==> src/rtl/digit_serial_addsub_pkg.sv <==
// Shared definitions for the digit-serial adder/subtractor and the ALU top.
//   state_t           : sequencer states (IDLE, RUN, DONE)
//   MODE_ADD/MODE_SUB : ALU add/subtract mode encodings on the 'sub' input
//   digit_count       : number of digit cycles for a WIDTH/DIGIT pair
//   count_bits        : width of a counter that indexes n digits (min 1)
package digit_serial_addsub_pkg;

  typedef enum logic [1:0] {
    IDLE = 2'd0,
    RUN  = 2'd1,
    DONE = 2'd2
  } state_t;

  localparam logic MODE_ADD = 1'b0;
  localparam logic MODE_SUB = 1'b1;

  function automatic int digit_count(int width, int digit);
    return width / digit;
  endfunction

  function automatic int count_bits(int n);
    return (n > 1) ? $clog2(n) : 1;
  endfunction

endpackage

==> src/rtl/digit_serial_addsub_rca.sv <==
// rca_digit: combinational DIGIT-bit ripple-carry adder.
//   a, b : DIGIT-bit addends
//   ci   : carry in
//   s    : DIGIT-bit sum
//   co   : carry out of the top bit
module rca_digit #(
  parameter int DIGIT = 4
) (
  input  logic [DIGIT-1:0] a,
  input  logic [DIGIT-1:0] b,
  input  logic             ci,
  output logic [DIGIT-1:0] s,
  output logic             co
);

  // Each full adder owns its carry signal; stage g reads the carry of stage g-1.
  for (genvar g = 0; g < DIGIT; g++) begin : g_fa
    logic w_ci;
    logic w_co;
    if (g == 0) begin : g_first
      assign w_ci = ci;
    end else begin : g_rest
      assign w_ci = g_fa[g-1].w_co;
    end
    assign s[g] = a[g] ^ b[g] ^ w_ci;
    assign w_co = (a[g] & b[g]) | (w_ci & (a[g] ^ b[g]));
  end

  assign co = g_fa[DIGIT-1].w_co;

endmodule

==> src/rtl/digit_serial_addsub.sv <==
// digit_serial_addsub: multi-cycle adder/subtractor, DIGIT bits per clock.
//   clk, reset : rising-edge clock, synchronous active-high reset
//   start      : request, accepted on an edge where ready = 1
//   sub        : 0 -> S = A + B + Cin, 1 -> S = A - B - Cin
//   A, B, Cin  : operands and carry/borrow in, latched on acceptance
//   ready      : high in IDLE only (decoded from state)
//   done       : one-cycle pulse, results valid
//   S, Cout    : result and carry out (NOT-borrow when subtracting)
//   V, Z       : signed overflow and zero flags
module digit_serial_addsub
  import digit_serial_addsub_pkg::*;
#(
  parameter int WIDTH = 8,
  parameter int DIGIT = 4
) (
  input  logic             clk,
  input  logic             reset,
  input  logic             start,
  input  logic             sub,
  input  logic [WIDTH-1:0] A,
  input  logic [WIDTH-1:0] B,
  input  logic             Cin,
  output logic             ready,
  output logic             done,
  output logic [WIDTH-1:0] S,
  output logic             Cout,
  output logic             V,
  output logic             Z
);

  localparam int N  = digit_count(WIDTH, DIGIT);
  localparam int CW = count_bits(N);
  localparam logic [CW-1:0] LAST = CW'(N - 1);

  if ((WIDTH < 2) || (DIGIT < 1) || ((WIDTH % DIGIT) != 0)) begin : g_param_err
    $error("digit_serial_addsub: WIDTH must be >= 2 and a multiple of DIGIT");
  end

  state_t           r_state;
  state_t           w_next;
  logic [WIDTH-1:0] r_opA;
  logic [WIDTH-1:0] r_opB;
  logic [WIDTH-1:0] r_acc;
  logic             r_carry;
  logic [CW-1:0]    r_cnt;
  logic             r_done;
  logic [WIDTH-1:0] r_S;
  logic             r_Cout;
  logic             r_V;
  logic             r_Z;

  logic             w_accept;
  logic             w_last;
  logic [DIGIT-1:0] w_dig_a;
  logic [DIGIT-1:0] w_dig_b;
  logic [DIGIT-1:0] w_dig_s;
  logic             w_dig_co;
  logic [WIDTH-1:0] w_full;

  assign ready    = (r_state == IDLE);
  assign w_accept = start && (r_state == IDLE);
  assign w_last   = (r_state == RUN) && (r_cnt == LAST);

  assign w_dig_a = r_opA[r_cnt*DIGIT +: DIGIT];
  assign w_dig_b = r_opB[r_cnt*DIGIT +: DIGIT];

  rca_digit #(.DIGIT(DIGIT)) u_rca (
    .a  (w_dig_a),
    .b  (w_dig_b),
    .ci (r_carry),
    .s  (w_dig_s),
    .co (w_dig_co)
  );

  // Result including the digit being produced this cycle; on the final
  // edge this is the complete sum used for S and the flags.
  always_comb begin
    w_full = r_acc;
    w_full[r_cnt*DIGIT +: DIGIT] = w_dig_s;
  end

  always_ff @(posedge clk) begin
    if (reset) r_state <= IDLE;
    else       r_state <= w_next;
  end

  always_comb begin
    w_next = r_state;
    unique case (r_state)
      IDLE:    if (start) w_next = RUN;
      RUN:     if (r_cnt == LAST) w_next = DONE;
      DONE:    w_next = IDLE;
      default: w_next = IDLE;
    endcase
  end

  always_ff @(posedge clk) begin
    if (reset) begin
      r_opA   <= '0;
      r_opB   <= '0;
      r_acc   <= '0;
      r_carry <= 1'b0;
      r_cnt   <= '0;
      r_done  <= 1'b0;
      r_S     <= '0;
      r_Cout  <= 1'b0;
      r_V     <= 1'b0;
      r_Z     <= 1'b0;
    end else begin
      r_done <= w_last;
      if (w_accept) begin
        // Subtract runs as A + ~B + ~Cin, so Cout reads as NOT-borrow.
        r_opA <= A;
        unique case (sub)
          MODE_ADD: begin
            r_opB   <= B;
            r_carry <= Cin;
          end
          MODE_SUB: begin
            r_opB   <= ~B;
            r_carry <= ~Cin;
          end
          default: begin
            r_opB   <= B;
            r_carry <= Cin;
          end
        endcase
        r_cnt <= '0;
      end else if (r_state == RUN) begin
        r_acc   <= w_full;
        r_carry <= w_dig_co;
        if (w_last) begin
          r_cnt  <= '0;
          r_S    <= w_full;
          r_Cout <= w_dig_co;
          r_V    <= (r_opA[WIDTH-1] == r_opB[WIDTH-1]) &&
                    (w_full[WIDTH-1] != r_opA[WIDTH-1]);
          r_Z    <= (w_full == '0);
        end else begin
          r_cnt <= r_cnt + CW'(1);
        end
      end
    end
  end

  assign done = r_done;
  assign S    = r_S;
  assign Cout = r_Cout;
  assign V    = r_V;
  assign Z    = r_Z;

endmodule

==> config.mk <==
export PLATFORM = sky130hd
export DESIGN_NAME = digit_serial_addsub
export DESIGN_NICKNAME = d
export VERILOG_FILES = /design/src/rtl/digit_serial_addsub_pkg.sv /design/src/rtl/digit_serial_addsub_rca.sv /design/src/rtl/digit_serial_addsub.sv
export SDC_FILE = /design/constraint.sdc
export NUM_CORES = 1
export LEC_CHECK = 0
export CAP_MARGIN = 40
export CORE_MARGIN = 2
export CORE_UTILIZATION = 40
export CTS_CLUSTER_DIAMETER = 120
export DETAILED_ROUTE_END_ITERATION = 16
export DONT_BUFFER_PORTS = 1
export RECOVER_POWER = 25
export SLEW_MARGIN = 20
export SYNTH_ARGS = -nofsm -noshare
export SYNTH_HDL_FRONTEND = slang
export SYNTH_SLANG_ARGS = --single-unit
export TNS_END_PERCENT = 1
==> constraint.sdc <==
create_clock -name clk -period 3.15 [get_ports clk]
set_input_delay 0.4725 -clock clk [delete_from_list [all_inputs] [get_ports clk]]
set_output_delay 0.4725 -clock clk [all_outputs]
set_load 0.005 [all_outputs]
==> results.md <==
* Final Cycle Share at 96.2%
* Full die area at approximately 4600 um2
* Total GRT Usage at 15.1%
* Crit-path slowest cell: fa_1
* Num CTS Buffers at 5
* Leak Pwr at 0.610 nW
* # setup viols final at 0
* Number of synthesized register bits at 36
* Hold depth at 1
* Syn_area_per_cell at between 9 and 10 um2
* Delay-heaviest family, CP: adder cells
* Switching power at roughly 0.25 mW
* Power density over the cells at 621 nW/um2
* H-tree depth at 2
* Clock Latency Late Sink at 0.29 ns
* Clk Tree Root Cell: clkbuf_8
* Worst path cell trace: mux2_2 -> fa_1 -> fa_1 -> fa_1 -> inv_1 -> fa_1 -> or3_1 -> a311oi_1
* HPWL Detailed at between 2000 and 2500 um
* Max-slew violations at 0
* Sw frac at 23.4%
* CP dominant cell by count: fa_1
* Max Fanout on Critical Path at 3
* Syn nets at 197
* Power Total at 1.08 mW
* Die Y at 67.6 um
* CTS tree: done
* Drt via density at 5.10
* Clk sinks at 36
* Number of cells on the critical path at 8
* Layout cells sized above 1 at 14.8%
* Cells after Synth at between 150 and 200
* Detailed router's first-iteration violation count at 39
* Critical path buffers and inverters at 1
* Ys Warns at 0
* Worst-Margin Slew at ~0.5 ns
* Std cell rows at 23
* CTS Hold Buffers Added at 0
* Final hold slack at 0.240 ns
* Arrival time worst endpoint at 3.23 ns
* F_max at approximately 330 MHz
* Combinational power share at 12.6%
* Area growth, synth to finish at 7.89%
* Peak supply drop at between 0.2 and 0.25 mV
* RSZ-0062 raised after global routing: false
* Minimum clock period at 3.03 ns
* Internal power at 0.830 mW
* Vias in the first global route at approximately 1100
* Drt first pass iters at 6
* First-pass GRT wire length at 5020 um
* Primary FF master, synth: dfxtp_1
* Routed Antenna Nets at 0
* Clock Tree Buf Depth at 2
* Async SR Flop Fraction at 0%
* Req. time, crit path at 3.35 ns
* DRT Wirelength at between 3000 and 4000 um
* Initial core utilization at 41.0%
* Ports at 34
* Antenna violations before repair at 0
* N_diodes at 0
* Critical Path End Type: flop
* Hold WC Path Type: input pin to flop
* Sequential share of power at 46.7%
* Clock skew at 0.00490 ns
* Final hold violation count at 0
* Worst Reg-to-Reg Cells at 8
* Nature of the critical path startpoint: flop
* WL/cell at 14.0 um
* Netlist cell types at 31
* Fin Setup TNS at 0 ns
* Residual DRC count at 0
* Util after Layout at 44.3%
* Clk slew on worst S/H paths at 0.07 ns
* Sequential share of the synthesized area at 44.5%
* Die X at 67.6 um
* Max incr delay on CP at 0.42 ns
* Grt ovf at 0
* Port buffer count at 0
* Fin area at 1750 um2
* Setup Buffers After CTS at 0
* Core box area at 3940 um2
* Placed cell area at between 1500 and 2000 um2
* Gpl congestion at 0.780
* Largest net degree at the start of global routing at 37
* Status: finished, final reports clean
* Post-synth EDFFs at 0
* Synthesized area at around 1600 um2
* Layout Nets at 193
* Clock power frac at 40.7%
* Setup CP Type: flop to flop
* Max transition margin at between 60 and 70%
* Routed via count at 1117
* Total of max-cap violations at 0
## path summary, 6_finish.rpt
kind | from | endpoint | slack (ns)
worst max-delay path | r_cnt$_SDFFE_PP0P_ | V$_SDFFE_PP0P_ | 0.12
worst min-delay path | reset | Z$_SDFFE_PP0P_ | 0.24
worst max register to register | r_cnt$_SDFFE_PP0P_ | V$_SDFFE_PP0P_ | 0.12
worst min register to register | r_opA[2]$_SDFFE_PP0P_ | r_opA[2]$_SDFFE_PP0P_ | 0.45
## sequential cells by signal (all words and copies together), names as in the netlist
| name | flops |
|---|---|
| Cout | 1 |
| S | 8 |
| V | 1 |
| Z | 1 |
| done | 1 |
| r_acc | 4 |
| r_carry | 1 |
| r_cnt | 1 |
| r_opA | 8 |
| r_opB | 8 |
| r_state | 2 |
## kinds of logic (layout without fill, tap and decap cells)
| kind of cell | count (synthesis) | after routing | synth area share [%] |
|---|---|---|---|
| XOR/XNOR | 9 | 9 | 4.87 |
| buffers and inverters | 16 | 13 | 5.95 |
| AND/OR/NAND/NOR | 62 | 62 | 17.9 |
| adder cells (fa/ha/maj) | 4 | 4 | 4.95 |
| AO/OA/AOI/OAI | 33 | 33 | 13.8 |
| flip-flops | 36 | 36 | 44.5 |
| multiplexers | 12 | 12 | 7.89 |
## power by group through the flow
| stage | clock network, mW | registers [mW] | logic, mW |
|---|---|---|---|
| 3_5_place_dp | 0 | 0.516 | 0.138 |
| 6_report | 0.441 | 0.506 | 0.137 |
| 4_1_cts | 0.450 | 0.506 | 0.138 |
| 5_1_grt | 0.469 | 0.510 | 0.152 |
| 2_1_floorplan | 0 | 0.506 | 0.128 |
| 3_3_place_gp | 0 | 0.514 | 0.131 |
## through the flow
| stage | setup slack (ns) | cells |
|---|---|---|
| 6_report | 0.119 | 219 |
| 5_1_grt | 0.0117 | 219 |
| 4_1_cts | 0.0810 | 219 |
| 3_5_place_dp | 0.0899 | 211 |
| 3_3_place_gp | 0.192 | 210 |
| 2_1_floorplan | 0.00494 | 172 |
## worst register-to-register path: stages, from the launching register on
cell and delay (ns):
dfxtp_2 0.35, mux2_2 0.35, fa_1 0.42, fa_1 0.41
fa_1 0.37, inv_1 0.07, fa_1 0.41, or3_1 0.31
a311oi_1 0.25
## routing by layer
metal  GRT usage [%]  routed length (um)
met5               0                   0
met4            8.42                  34
met3            4.33                 208
met2            25.0                1470
met1            17.4                1370
## Yosys cell counts (all sizes together), types with 3 or more instances
cell,n,share of area (%)
nor2,18,4.2
nor3b,3,2.4
xnor2,9,4.9
a21oi,18,5.6
mux2,6,4.2
mux2i,6,3.7
fa,4,4.9
dfxtp,36,45
clkbuf,5,1.2
buf,9,4.3
nand2,31,7.2
a211oi,12,6.8
## cells in the final DEF (no fill, tap or decap), types with 2 or more instances in the layout
cell type | netlist | layout
buf_4 | 2 | 2
nand3_1 | 2 | 2
nand2_1 | 31 | 31
a211oi_2 | 4 | 4
a211oi_1 | 8 | 8
nor2_1 | 18 | 18
mux2i_1 | 6 | 6
a21oi_1 | 18 | 18
clkbuf_8 | 0 | 7
inv_1 | 2 | 2
fa_1 | 4 | 4
mux2_2 | 6 | 6
xnor2_1 | 9 | 9
dfxtp_1 | 36 | 35
## layout make-up
cell class              count  area, um2
well taps                  50       62.6
fillers                   394       2200
multi-input cells         120        801
inverters                   2       7.51
clock inverters             1       30.0
repair buffers              3       26.3
flip-flops and latches     36        722
clock buffers               7       96.3
## timing repair
| action | in CTS | in global routing |
|---|---|---|
| resized for setup | 0 | 1 |
| setup endpoints to repair | 0 | 1 |
| hold endpoints to repair | 0 | 0 |
(Power assumes the default switching activity.)
